--- src/rtl/eth_rx_fcs_check_pkg.sv ---
// Shared FCS constants and beat type for the Ethernet CRC32 path.
// The TX FCS inserter uses the same polynomial, init value and FCS length.
package eth_rx_fcs_check_pkg;

  localparam logic [31:0] CRC32_POLY    = 32'h04c11db7;
  localparam logic [31:0] CRC32_INIT    = 32'hFFFFFFFF;
  // Register value left after running the CRC over payload plus a correct FCS
  // (reflected form, no final inversion).
  localparam logic [31:0] CRC32_RESIDUE = 32'hDEBB20E3;
  localparam int          FCS_LEN       = 4;
  localparam int          CNT_W         = $clog2(FCS_LEN + 1);

  typedef logic [CNT_W-1:0] fcs_cnt_t;

  typedef struct packed {
    logic [7:0] data;
    logic       last;
    logic       user;
  } axis_beat_t;

endpackage

--- src/rtl/eth_rx_fcs_check_if.sv ---
// AXI-stream byte bus used on both sides of the RX FCS checker.
//   tdata  : byte, frame order
//   tvalid : beat valid
//   tready : beat accepted with tvalid
//   tlast  : last beat of frame
//   tuser  : error flag (meaning depends on the side)
interface eth_rx_fcs_check_if #(
  parameter int DATA_W = 8
);
  logic [DATA_W-1:0] tdata;
  logic              tvalid;
  logic              tready;
  logic              tlast;
  logic              tuser;

  modport master (output tdata, tvalid, tlast, tuser, input tready);
  modport slave  (input tdata, tvalid, tlast, tuser, output tready);
endinterface

--- src/rtl/lfsr.sv ---
// Combinational single-step LFSR / CRC engine.
// Advances state_in by DATA_WIDTH input bits and presents the result on
// state_out. With REVERSE=1 data and state are bit-reflected, which gives the
// LSB-first CRC used by Ethernet.
//   data_in   : DATA_WIDTH bits fed in this step
//   state_in  : current LFSR state
//   state_out : state after consuming data_in
module lfsr #(
  parameter int                    LFSR_WIDTH        = 32,
  parameter logic [LFSR_WIDTH-1:0] LFSR_POLY         = 32'h04c11db7,
  parameter string                 LFSR_CONFIG       = "GALOIS",
  parameter bit                    LFSR_FEED_FORWARD = 1'b0,
  parameter bit                    REVERSE           = 1'b1,
  parameter int                    DATA_WIDTH        = 8
) (
  input  logic [DATA_WIDTH-1:0] data_in,
  input  logic [LFSR_WIDTH-1:0] state_in,
  output logic [LFSR_WIDTH-1:0] state_out
);

  localparam bit IS_GALOIS = (LFSR_CONFIG == "GALOIS");

  always_comb begin
    logic [LFSR_WIDTH-1:0] s;
    logic [DATA_WIDTH-1:0] d;
    logic                  fb;
    s  = '0;
    d  = '0;
    fb = 1'b0;
    for (int i = 0; i < LFSR_WIDTH; i++) s[i] = REVERSE ? state_in[LFSR_WIDTH-1-i] : state_in[i];
    for (int i = 0; i < DATA_WIDTH; i++) d[i] = REVERSE ? data_in[DATA_WIDTH-1-i] : data_in[i];
    // MSB-first stepping; after reflection the MSB of d is data_in[0].
    for (int i = DATA_WIDTH - 1; i >= 0; i--) begin
      if (IS_GALOIS) begin
        // Feed-forward injects data after the tap XOR instead of into feedback.
        fb = s[LFSR_WIDTH-1] ^ (LFSR_FEED_FORWARD ? 1'b0 : d[i]);
        s  = {s[LFSR_WIDTH-2:0], (LFSR_FEED_FORWARD ? d[i] : 1'b0)} ^ (fb ? LFSR_POLY : '0);
      end else begin
        fb = s[LFSR_WIDTH-1] ^ (^(s[LFSR_WIDTH-2:0] & LFSR_POLY[LFSR_WIDTH-1:1]));
        s  = {s[LFSR_WIDTH-2:0], fb ^ d[i]};
      end
    end
    for (int i = 0; i < LFSR_WIDTH; i++) state_out[i] = REVERSE ? s[LFSR_WIDTH-1-i] : s[i];
  end

endmodule

--- src/rtl/eth_rx_fcs_check.sv ---
// Ethernet RX FCS checker. Runs CRC32 over every received byte (FCS included),
// strips the trailing 4 FCS bytes and marks a bad frame on the last forwarded
// beat. Frames of 4 bytes or fewer are dropped as runts.
//   clk, rst        : clock, synchronous active-high reset
//   s_axis          : input frame stream, FCS last, tuser = PHY rx_er per beat
//   m_axis          : payload stream, tuser on tlast = frame bad
//   stat_fcs_bad    : pulse, frame ended with CRC mismatch
//   stat_frame_good : pulse, frame ended with CRC match
//   stat_runt       : pulse, runt frame dropped
module eth_rx_fcs_check
  import eth_rx_fcs_check_pkg::*;
#(
  parameter bit ENABLE_STATS = 1'b1
) (
  input  logic                      clk,
  input  logic                      rst,
  eth_rx_fcs_check_if.slave         s_axis,
  eth_rx_fcs_check_if.master        m_axis,
  output logic                      stat_fcs_bad,
  output logic                      stat_frame_good,
  output logic                      stat_runt
);

  logic [31:0]               crc_state;
  logic [31:0]               crc_next;
  logic [FCS_LEN-1:0][7:0]   fcs_buf;
  fcs_cnt_t                  cnt;
  logic                      err_flag;
  axis_beat_t                out_beat;
  logic                      out_vld;
  logic                      accept;
  logic                      eof;
  logic                      full;
  logic                      crc_bad;
  logic                      fcs_bad_q;
  logic                      good_q;
  logic                      runt_q;

  // Single register slice: take a byte whenever the output slot is free or
  // being drained this cycle.
  assign s_axis.tready = !rst && (!out_vld || m_axis.tready);
  assign accept        = s_axis.tvalid && s_axis.tready;
  assign eof           = accept && s_axis.tlast;
  assign full          = (cnt == fcs_cnt_t'(FCS_LEN));
  assign crc_bad       = (crc_next != CRC32_RESIDUE);

  lfsr #(
    .LFSR_WIDTH       (32),
    .LFSR_POLY        (CRC32_POLY),
    .LFSR_CONFIG      ("GALOIS"),
    .LFSR_FEED_FORWARD(1'b0),
    .REVERSE          (1'b1),
    .DATA_WIDTH       (8)
  ) u_crc (
    .data_in  (s_axis.tdata),
    .state_in (crc_state),
    .state_out(crc_next)
  );

  // The last FCS_LEN bytes are always held back; a byte is only known to be
  // payload once FCS_LEN newer bytes have arrived behind it.
  always_ff @(posedge clk) begin
    if (rst) begin
      cnt       <= '0;
      crc_state <= CRC32_INIT;
      err_flag  <= 1'b0;
      fcs_buf   <= '0;
    end else if (accept) begin
      fcs_buf <= {fcs_buf[FCS_LEN-2:0], s_axis.tdata};
      if (eof) begin
        cnt       <= '0;
        crc_state <= CRC32_INIT;
        err_flag  <= 1'b0;
      end else begin
        crc_state <= crc_next;
        err_flag  <= err_flag || s_axis.tuser;
        if (!full) cnt <= cnt + 1'b1;
      end
    end
  end

  always_ff @(posedge clk) begin
    if (rst) begin
      out_vld  <= 1'b0;
      out_beat <= '0;
    end else begin
      if (out_vld && m_axis.tready) out_vld <= 1'b0;
      if (accept && full) begin
        out_vld       <= 1'b1;
        out_beat.data <= fcs_buf[FCS_LEN-1];
        out_beat.last <= s_axis.tlast;
        out_beat.user <= s_axis.tlast && (crc_bad || err_flag || s_axis.tuser);
      end
    end
  end

  // Stats follow the CRC result only; rx_er does not move a frame to bad.
  always_ff @(posedge clk) begin
    if (rst) begin
      fcs_bad_q <= 1'b0;
      good_q    <= 1'b0;
      runt_q    <= 1'b0;
    end else begin
      fcs_bad_q <= eof && full && crc_bad;
      good_q    <= eof && full && !crc_bad;
      runt_q    <= eof && !full;
    end
  end

  assign stat_fcs_bad    = ENABLE_STATS && fcs_bad_q;
  assign stat_frame_good = ENABLE_STATS && good_q;
  assign stat_runt       = ENABLE_STATS && runt_q;

  assign m_axis.tvalid = out_vld;
  assign m_axis.tdata  = out_beat.data;
  assign m_axis.tlast  = out_beat.last;
  assign m_axis.tuser  = out_beat.user;

endmodule

--- src/flat_wrapper.sv ---
// flat-port wrapper written by rule: the top's interface ports become plain ports
module eth_rx_fcs_check_flat import eth_rx_fcs_check_pkg::*;
#(
  parameter bit ENABLE_STATS = 1'b1
)
  (clk, rst, stat_fcs_bad, stat_frame_good, stat_runt, s_axis_tdata, s_axis_tvalid, s_axis_tlast, s_axis_tuser, s_axis_tready, m_axis_tdata, m_axis_tvalid, m_axis_tlast, m_axis_tuser, m_axis_tready);
  eth_rx_fcs_check_if s_axis_i ();
  eth_rx_fcs_check_if m_axis_i ();
  input  logic clk;
  input  logic rst;
  output logic stat_fcs_bad;
  output logic stat_frame_good;
  output logic stat_runt;
  input wire logic [$bits(s_axis_i.tdata)-1:0] s_axis_tdata;
  input wire logic [$bits(s_axis_i.tvalid)-1:0] s_axis_tvalid;
  input wire logic [$bits(s_axis_i.tlast)-1:0] s_axis_tlast;
  input wire logic [$bits(s_axis_i.tuser)-1:0] s_axis_tuser;
  output wire logic [$bits(s_axis_i.tready)-1:0] s_axis_tready;
  output wire logic [$bits(m_axis_i.tdata)-1:0] m_axis_tdata;
  output wire logic [$bits(m_axis_i.tvalid)-1:0] m_axis_tvalid;
  output wire logic [$bits(m_axis_i.tlast)-1:0] m_axis_tlast;
  output wire logic [$bits(m_axis_i.tuser)-1:0] m_axis_tuser;
  input wire logic [$bits(m_axis_i.tready)-1:0] m_axis_tready;
  assign s_axis_i.tdata = s_axis_tdata;
  assign s_axis_i.tvalid = s_axis_tvalid;
  assign s_axis_i.tlast = s_axis_tlast;
  assign s_axis_i.tuser = s_axis_tuser;
  assign s_axis_tready = s_axis_i.tready;
  assign m_axis_tdata = m_axis_i.tdata;
  assign m_axis_tvalid = m_axis_i.tvalid;
  assign m_axis_tlast = m_axis_i.tlast;
  assign m_axis_tuser = m_axis_i.tuser;
  assign m_axis_i.tready = m_axis_tready;
  eth_rx_fcs_check #(.ENABLE_STATS(ENABLE_STATS)) u_core (.clk(clk), .rst(rst), .s_axis(s_axis_i), .m_axis(m_axis_i), .stat_fcs_bad(stat_fcs_bad), .stat_frame_good(stat_frame_good), .stat_runt(stat_runt));
endmodule
--- config.mk ---
export PLATFORM = sky130hd
export DESIGN_NAME = eth_rx_fcs_check_flat
export DESIGN_NICKNAME = d
export VERILOG_FILES = /design/src/rtl/eth_rx_fcs_check_pkg.sv /design/src/rtl/eth_rx_fcs_check_if.sv /design/src/rtl/lfsr.sv /design/src/rtl/eth_rx_fcs_check.sv /design/src/flat_wrapper.sv
export SDC_FILE = /design/constraint.sdc
export NUM_CORES = 1
export LEC_CHECK = 0
export CORE_ASPECT_RATIO = 1.1
export CORE_MARGIN = 2
export CORE_UTILIZATION = 30
export CTS_BUF_LIST = sky130_fd_sc_hd__clkbuf_8 sky130_fd_sc_hd__clkbuf_16
export CTS_CLUSTER_DIAMETER = 120
export CTS_CLUSTER_SIZE = 24
export DETAILED_ROUTE_END_ITERATION = 8
export HOLD_SLACK_MARGIN = 0.02
export RECOVER_POWER = 50
export SYNTH_ARGS = -nofsm -noshare
export SYNTH_HDL_FRONTEND = slang
export SYNTH_HIERARCHICAL = 1
export SYNTH_SLANG_ARGS = --single-unit
--- constraint.sdc ---
create_clock -name clk -period 3.4 [get_ports clk]
set_clock_uncertainty 0.05 [all_clocks]
set_input_delay 0.51 -clock clk [delete_from_list [all_inputs] [get_ports clk]]
set_output_delay 0.51 -clock clk [all_outputs]
set_load 0.01 [all_outputs]
==> out/metrics.cfg, run 1 <==
[logic_synthesis]
synth_edf_count=0
netlist_area_um2=3770
ys_seq_area_frac=0.436
yosysWarnings=6
syn_area_per_cell_um2=9.94
async_flop_share=0
synth-seq-cells=82
ys_types=43
synth_fp_nets=395
synth_ff_type=dfxtp_1
syn_inst=379

[floorplan]
die_x_um=111
rows=42
core_region_area_um2=12100
pin_count=29
start_util=0.310
die_area_um2=13500
die_y_um=122

[power]
power.clock.fraction=0.257
power.switching_mw=1.19
p_comb_frac=0.409
switching_share=0.343
p_seq_frac=0.334
p_leak_nw=1.78
power.internal_mw=2.28
peakVddDrop_v=0.000377
cellPowerDensity_nw_per_um2=768

[worst_setup_path]
crit_required_ns=3.62
r2r-start=u_core/crc_state[5]
cp-startpoint=s_axis_tdata[5]
max_stage_delay_ns=0.54
cp_top_family=XOR/XNOR gates
worst-r2r-cell-count=8
startpoint_type=input pin
critPathSlowestCell=xnor3_1
crit_end=u_core/stat_frame_good
cp.depth=9
crit_path_cell_trace=clkdlybuf4s50_1 -> xnor2_2 -> xnor3_1 -> xor2_1 -> xnor2_1 -> nand4b_1 -> nor4_1 -> and4_1 -> and2_1
endpoint_kind=flip-flop
reg2reg_slack_ns=0.69
r2r_end=u_core/stat_frame_good
crit_type=input pin to flip-flop
critPathBufInv=1
crit_fanout=4
worst_ep_arrival_time_ns=3.33

[job]
drv_cap=1

[sta]
fin_crit_ns=3.11
finalHoldViolCount=0
finalCritPeriodShare=0.916
worst_pin_slew_ns=1.68
slew_headroom=-0.120
finalSetupViolations=0
hold_ws_ns=0.384
fmax_mhz=321
rsz0062_at_grt=false
fin_tns_setup_ns=0
drv_slew=38

[route]
avgRoutedWirePerCell_um=14.0
vias=2682
drt_first_pass_iters=4
wl_um=8010
routed_via_density=4.69
drc=0
first_iter_violations=122
postRouteAntennaNets=0

[cells_and_area]
num-nets-final=429
drive_gt1_frac=0.108
diodes=0
area_growth_pct=19.8
final_cell_area_um2=4510
fin_util=0.372

[place]
dp.final_hpwl_um=5610
placed_cell_area_um2=4250
place.gp.congestion=0.894
io_buffers=28

[global_routing]
grt_pass1_wl_um=13500
grt_max_degree=40
gr-usage-all-layers=0.124
grt_pass1_vias=2695
grt-ovfl-total=0
antenna_found_initial=0

[clocking]
clk_latency_ns=0.32
post_cts_buffers=0
cts_tree=done
clk_pin_slew_ns=0.06
clk_path_buf_depth=2
post_cts_resized=0
htreeDepth=3
clock-sinks=82
numCtsBuffers=9
cts_hold_buf=0
cts_root_buf=clkbuf_16

[status]
status=finished, violations left
violations=max-capacitance violations, max-slew violations

[worst_hold_path]
hold_path_class=flip-flop to flip-flop

## cell usage after synthesis, types with 2 or more instances
library cell	instances	share of area
dfxtp_1	82	0.44
xor2_1	9	0.021
clkbuf_1	11	0.011
buf_2	6	0.0080
buf_6	3	0.0090
o22a_1	32	0.074
xnor2_2	8	0.035
xnor2_1	49	0.11
nor2_1	3	0.0030
nand3b_1	32	0.064
xnor2_4	2	0.015
nand2b_1	3	0.0050
a211oi_1	3	0.0060
nor2b_1	2	0.0033
nand2_1	83	0.083
o32ai_1	2	0.0047
a21oi_1	12	0.016
nor3_1	2	0.0027
nand4b_1	4	0.0093
and4_1	2	0.0047
ha_1	2	0.0066
xnor3_1	3	0.018
inv_1	4	0.0040
## area by class of cell
cell class              count  area [µm²]
well taps                 154         193
fillers                  1230        7630
clock buffers               9         225
flip-flops and latches     82        1640
clock inverters             7        51.3
multi-input cells         273        2000
repair buffers             43         389
inverters                   4        15.0
## logic make-up after synthesis
logic type | share of synthesized area
multiplexers | 0.00266
AND/OR/NAND/NOR | 0.204
adder cells (fa/ha/maj) | 0.00664
AO/OA/AOI/OAI | 0.106
flip-flops | 0.436
XOR/XNOR | 0.213
buffers and inverters | 0.0319
## how the worst min path moves through the flow
stage	startpoint	to	slack (ns)	cells past startpoint
global placement	u_core/fcs_buf[10]	u_core/fcs_buf[18]	0.38	2
detailed placement	u_core/fcs_buf[14]	u_core/fcs_buf[22]	0.38	2
global route	u_core/fcs_buf[18]	u_core/fcs_buf[26]	0.41	2
CTS	u_core/fcs_buf[16]	u_core/fcs_buf[24]	0.39	2
floorplan	u_core/fcs_buf[2]	u_core/fcs_buf[10]	0.37	2
finish	u_core/fcs_buf[6]	u_core/fcs_buf[14]	0.38	2
## power by group through the flow
stage	logic, mW	clock network [mW]	registers (mW)
finish	1.42	0.892	1.16
detailed placement	1.40	0	1.18
global placement	1.40	0	1.18
global route	1.51	0.956	1.17
CTS	1.41	0.916	1.16
floorplan	1.08	0	1.16
## per-layer routing
metal,vias up,GRT usage,routed length (µm)
met5,-,0,0
met4,0,0.0508,214
met3,14,0.0325,295
met2,46,0.209,3840
met1,1262,0.153,3660
li1,1360,-,-
## worst register-to-register path: cells and delay by family (launching register included)
| kind | cells | cell delay, ns |
|---|---|---|
| flops | 1 | 0.38 |
| xor+xnor | 4 | 1.43 |
| simple gates | 4 | 0.81 |
## through the flow
step,power (mW),std cells,setup slack (ns)
after floorplan,2.24,379,0.770
after global placement,2.58,556,-0.0388
after detailed placement,2.58,556,-0.00859
after CTS,3.49,572,0.339
after global routing,3.64,572,0.102
final,3.47,572,0.287
## state kept, by name, indices dropped and copies added (netlist names)
name	cells
u_core/m_axis.tvalid	1
u_core/m_axis.tdata	8
u_core/stat_runt	1
u_core/fcs_buf	32
u_core/cnt	3
u_core/err_flag	1
u_core/m_axis.tuser	1
u_core/stat_fcs_bad	1
u_core/crc_state	32
u_core/stat_frame_good	1
u_core/m_axis.tlast	1
## layout by cell type, fill, tap and decap left out, drive strengths merged, types with 3 or more instances in the layout
cell and instances:
clkbuf 10, clkdlybuf4s50 13, o22a 32, dfxtp 82, clkinv 3, nand2b 4, inv 6, dlygate4sd3 15
nor2 4, a211oi 3, nand3b 32, xnor3 4, xnor2 59, xor2 10, buf 14, nand2 83
nand4b 4, a21oi 12
Note: power is estimated with default switching activity, not from simulation.
==> run 2, diff against run 1 <==
Settings changed: SETUP_SLACK_MARGIN set to 0.5.
==> run 2 against run 1 <==
Net effect:
- worst setup slack better by 0.27 ns
- sequential share of layout area down 2.6 points
- design area up 7.8%
- clock power about the same
- fmax up 9.5%
- highest routed layer unchanged
- hold slack better by 0.00078 ns
- the flow still finishes with violations (max-capacitance violations, max-slew violations)
- sequential power about the same
- critical path type unchanged
==> out/metrics.cfg, run 2 (synthesized netlist as in run 1, its figures left out) <==
[route]
wl_um=8480
wl_met1_um=3830
drt_first_pass_iters=4
avgRoutedWirePerCell_um=14.5
drc=0
wl_met3_um=254
routed_via_density=4.70
vias=2742
maxUsedRoutingLayer=met4
first_iter_violations=149
postRouteAntennaNets=0
dr_wl_met2_um=4250

[cells_and_area]
final_cell_mix=nand2_1 (83), dfxtp_1 (82), xnor2_1 (42)
multi_input_area_um2=2190
area_growth_pct=29.1
drive_gt1_frac=0.156
regArea_um2=1640
fin_util=0.401
nFillCells=1187
num-nets-final=440
stdcell_count=583
diodes=0
final_common_cell=nand2_1

[power]
cellPowerDensity_nw_per_um2=772
p_leak_nw=1.96
peakVddDrop_v=0.000369
total_power_mw=3.76

[status]
status=finished, violations left
violations=max-capacitance violations, max-slew violations

[global_routing]
grt-ovfl-total=0
grt_max_degree=40
gr-usage-all-layers=0.125
grt_pass1_wl_um=13600
antenna_found_initial=0
grt_pass1_vias=2686

[worst_setup_path]
startpoint_type=input pin
reg2reg_slack_ns=0.77
worst-r2r-cell-count=9
crit_required_ns=3.62
worst_ep_arrival_time_ns=3.06
crit_fanout=3
endpoint_kind=flip-flop
crit_type=input pin to flip-flop

[floorplan]
die_area_um2=13500
pin_count=29
core_region_area_um2=12100
rows=42
die_x_um=111
start_util=0.310
die_y_um=122

[place]
place_inst=556
place.gp.congestion=0.894
dpl_worst_slack_ns=-0.00859
dp.final_hpwl_um=5610
io_buffers=28

[clocking]
clk_latency_ns=0.32
numCtsBuffers=9
cts_tree=done
clock-sinks=82
cts_root_buf=clkbuf_16
htreeDepth=3
clk_pin_slew_ns=0.07
clk_path_buf_depth=2

[sta]
finalCritPeriodShare=0.836
layout_setup_ws_ns=0.557
fmax_mhz=352
rsz0062_at_grt=false
fin_crit_ns=2.84
finalHoldViolCount=0
worst_pin_slew_ns=1.68
drv_slew=38
slew_headroom=-0.123
finalSetupViolations=0

[worst_hold_path]
hold_path_class=flip-flop to flip-flop
min_path_cells=2

[job]
drv_cap=1

[run 2: cell count changes in the layout (fill, tap and decap cells not counted), sizes merged]
| cell | previous run | this run |
|---|---|---|
| buf | 14 | 25 |
| clkdlybuf4s50 | 13 | 8 |
| dlymetal6s2s | 0 | 5 |
[run 2: critical path, cell delays in order]
cell and delay, ns:
clkdlybuf4s50_1 0.51, xnor2_2 0.19, buf_4 0.16, xnor2_4 0.27, xnor2_2 0.17, xnor2_1 0.12, or4b_1 0.54, nor4_2 0.14
and4_2 0.30, and2_1 0.14
[run 2: what timing repair did]
item                       in CTS  in global routing
setup endpoints to repair       3                  3
buffers inserted                0                 11
hold buffers                    0                  0
pin swaps                       2                  9
resized for setup               8                 19
[run 2: per-layer routing]
metal / global-route usage / vias to the layer above
li1: - / 1385
met4: 0.0500 / 0
met2: 0.211 / 41
met5: 0 / -
met1: 0.154 / 1306
met3: 0.0320 / 10
[run 2: final cells by class]
class                           count  area share
Multi-Input combinational cell    273       0.450
Clock buffer                        9      0.0463
Sequential cell                    82       0.338
Inverter                            4     0.00309
Tap cell                          154      0.0396
Clock inverter                      7      0.0105
Timing Repair Buffer               54       0.112
[run 2: final timing paths]
check	to	startpoint
worst max-delay path	u_core/stat_frame_good	s_axis_tdata[0]
worst min-delay path	u_core/fcs_buf[14]	u_core/fcs_buf[6]
worst max register to register	u_core/stat_frame_good	u_core/crc_state[5]
worst min register to register	u_core/fcs_buf[14]	u_core/fcs_buf[6]
[run 2: metrics by stage]
step           cell area, µm²  setup TNS (ns)  hold slack (ns)
6_report                 4860               0            0.385
5_1_grt                  4860               0            0.407
4_1_cts                  4590               0            0.388
3_5_place_dp             4250        -0.00859            0.377
3_3_place_gp             4250         -0.0599            0.375
2_1_floorplan            3770               0            0.366
[run 2: where the power goes]
part | total [mW] | internal (mW) | switching [mW]
combinational | 1.69 | 0.888 | 0.803
clock | 0.895 | 0.498 | 0.397
sequential | 1.17 | 1.07 | 0.0954
total | 3.76 | 2.46 | 1.30
==> run 3, diff against run 2 <==
Clock period 3.4 ns to 2.8 ns, I/O delays scaled along.
==> run 3 against run 2 <==
Net effect:
- the flow now finishes without violations
- design area up 8.1%
- final cell count up 7.7%
- power up 43%
- non-clock buffer count up 44
- worst setup slack worse by 0.18 ns
- via count up 7.5%
- clock-buffer cell count up 1
- largest power group unchanged
- clock power up 25%
- sequential share of layout area down 2.2 points
- combinational power up 67%
==> out/metrics.cfg, run 3 (synthesized netlist as in run 1, its figures left out) <==
[floorplan]
die_area_um2=13500
die_y_um=122
rows=42
start_util=0.310
die_x_um=111
core_region_area_um2=12100
pin_count=29

[sta]
worst_pin_slew_ns=0.644
rsz0062_at_grt=true
finalHoldViolCount=0
drv_slew=0
finalCritPeriodShare=0.867
hold_ws_ns=0.385
finalSetupViolations=0
fin_crit_ns=2.43
slew_headroom=0.571
layout_setup_ws_ns=0.374
fmax_mhz=412

[worst_setup_path]
startpoint_type=input pin
worst-r2r-cell-count=9
cp_top_family=XOR/XNOR gates
critPathSlowestCell=xnor3_2
crit_path_cell_trace=dlygate4sd2_1 -> xnor2_4 -> buf_4 -> xnor2_4 -> xnor3_2 -> xnor2_2 -> nand4b_1 -> nor4_2 -> and4_4 -> a211oi_1
r2r-start=u_core/crc_state[1]
crit_fanout=3
worst_ep_arrival_time_ns=2.61
r2r_end=u_core/m_axis.tuser
endpoint_kind=flip-flop
crit_type=input pin to flip-flop
crit_required_ns=2.98
critPathMostFrequentCell=xnor2_4
reg2reg_slack_ns=0.39
critPathBufInv=2
max_stage_delay_ns=0.39

[power]
cellPowerDensity_nw_per_um2=1020
power.clock.fraction=0.209
power.switching_mw=1.74
switching_share=0.325
p_seq_frac=0.267
total_power_mw=5.38
p_comb_frac=0.524
peakVddDrop_v=0.000395
p_leak_nw=2.17
power.internal_mw=3.63

[place]
dp.final_hpwl_um=5910
place_inst=597
place.gp.congestion=0.861
dpl_worst_slack_ns=-0.342
io_buffers=28

[clocking]
clk_path_buf_depth=2
cts_hold_buf=0
cts_tree=done
clk_latency_ns=0.34
clk_pin_slew_ns=0.06
htreeDepth=3
numCtsBuffers=9
clock-sinks=82
cts_root_buf=clkbuf_16

[route]
first_iter_violations=181
drc=0
vias=2949
avgRoutedWirePerCell_um=13.9
wl_um=8750
routed_via_density=4.70
drt_first_pass_iters=4
postRouteAntennaNets=0

[worst_hold_path]
hold_path_end=u_core/fcs_buf[25]
hold_path_class=flip-flop to flip-flop
holdCritStartpoint=u_core/fcs_buf[17]
min_path_cells=2

[cells_and_area]
fin_util=0.433
area_growth_pct=39.6
stdcell_count=628
final_common_cell=nand2_1
final_cell_mix=nand2_1 (83), dfxtp_1 (74), buf_4 (64)
nFillCells=1133
drive_gt1_frac=0.290
num-nets-final=484
multi_input_area_um2=2270
regArea_um2=1660

[global_routing]
antenna_found_initial=1
grt-ovfl-total=0
grt_max_degree=49
grt_pass1_vias=2969
gr-usage-all-layers=0.138
grt_pass1_wl_um=14700

[status]
status=completed

[job]
drv_cap=0

==> run 3: cell types whose count changed in the layout (fill, tap and decap cells not counted), moves of 3 or more <==
cell             previous run  this run
buf_4                      20        64
xnor2_2                     6        15
dfxtp_1                    82        74
xnor2_1                    42        34
clkdlybuf4s15_2             0         6
dfxtp_2                     0         5
dlymetal6s2s_1              5         0
buf_12                      5         1
buf_6                       0         3
clkinv_4                    1         4
dfxtp_4                     0         3
xor2_1                      7         4
xor2_2                      1         4
==> run 3: layer usage <==
| layer | global-route usage | vias up | wire length (µm) |
|---|---|---|---|
| li1 | - | 1474 | - |
| met4 | 0.0531 | 0 | 172 |
| met2 | 0.231 | 47 | 4280 |
| met5 | 0 | - | 0 |
| met1 | 0.166 | 1416 | 3950 |
| met3 | 0.0445 | 12 | 350 |
==> run 3: power by group through the flow <==
| stage | Clock [mW] | Combinational, mW | Sequential (mW) |
|---|---|---|---|
| floorplan | 0 | 1.34 | 1.42 |
| global placement | 0 | 2.29 | 1.44 |
| detailed placement | 0 | 2.31 | 1.44 |
| CTS | 1.16 | 2.70 | 1.43 |
| global route | 1.21 | 3.00 | 1.45 |
| finish | 1.12 | 2.82 | 1.43 |
==> run 3: worst register-to-register path: cells and delay by family, from the launching register on <==
family                 cells  cell delay [ns]
AND/OR/NAND/NOR            3             1.00
XOR/XNOR                   3             0.55
flip-flops                 1             0.36
buffers and inverters      2             0.28
AO/OA/AOI/OAI              1             0.07
==> run 3: cell type report <==
cell class                 instances  share of cell area
antenna                            1            0.000476
clock inverter                     6             0.00975
multi-input combinational        273               0.432
tap                              154              0.0366
timing repair buffer              98               0.158
clock buffer                      10              0.0454
sequential                        82               0.315
inverter                           4             0.00286
==> run 3: repair_timing <==
item / 4_1_cts / 5_1_grt
setup buffers: 13 / 1
endpoints found under the setup margin: 3 / 3
pin swaps: 19 / 6
resized for setup: 50 / 12
==> run 3: how the worst max path moves through the flow <==
stage | end | startpoint | slack, ns | cells past startpoint
floorplan | u_core/m_axis.tuser | s_axis_tdata[3] | 0.44 | 8
finish | u_core/m_axis.tuser | s_axis_tdata[5] | 0.37 | 10
global placement | u_core/m_axis.tuser | s_axis_tdata[3] | -0.33 | 9
global route | u_core/m_axis.tuser | u_core/crc_state[1] | 0.30 | 8
CTS | u_core/m_axis.tuser | u_core/crc_state[1] | 0.41 | 9
detailed placement | u_core/m_axis.tuser | s_axis_tdata[4] | -0.34 | 9
==> run 3: stage by stage <==
step	instance area, µm²	setup TNS [ns]
global route	5260	0
global placement	4620	-0.915
detailed placement	4620	-0.964
CTS	5200	0
floorplan	3820	0
finish	5260	0
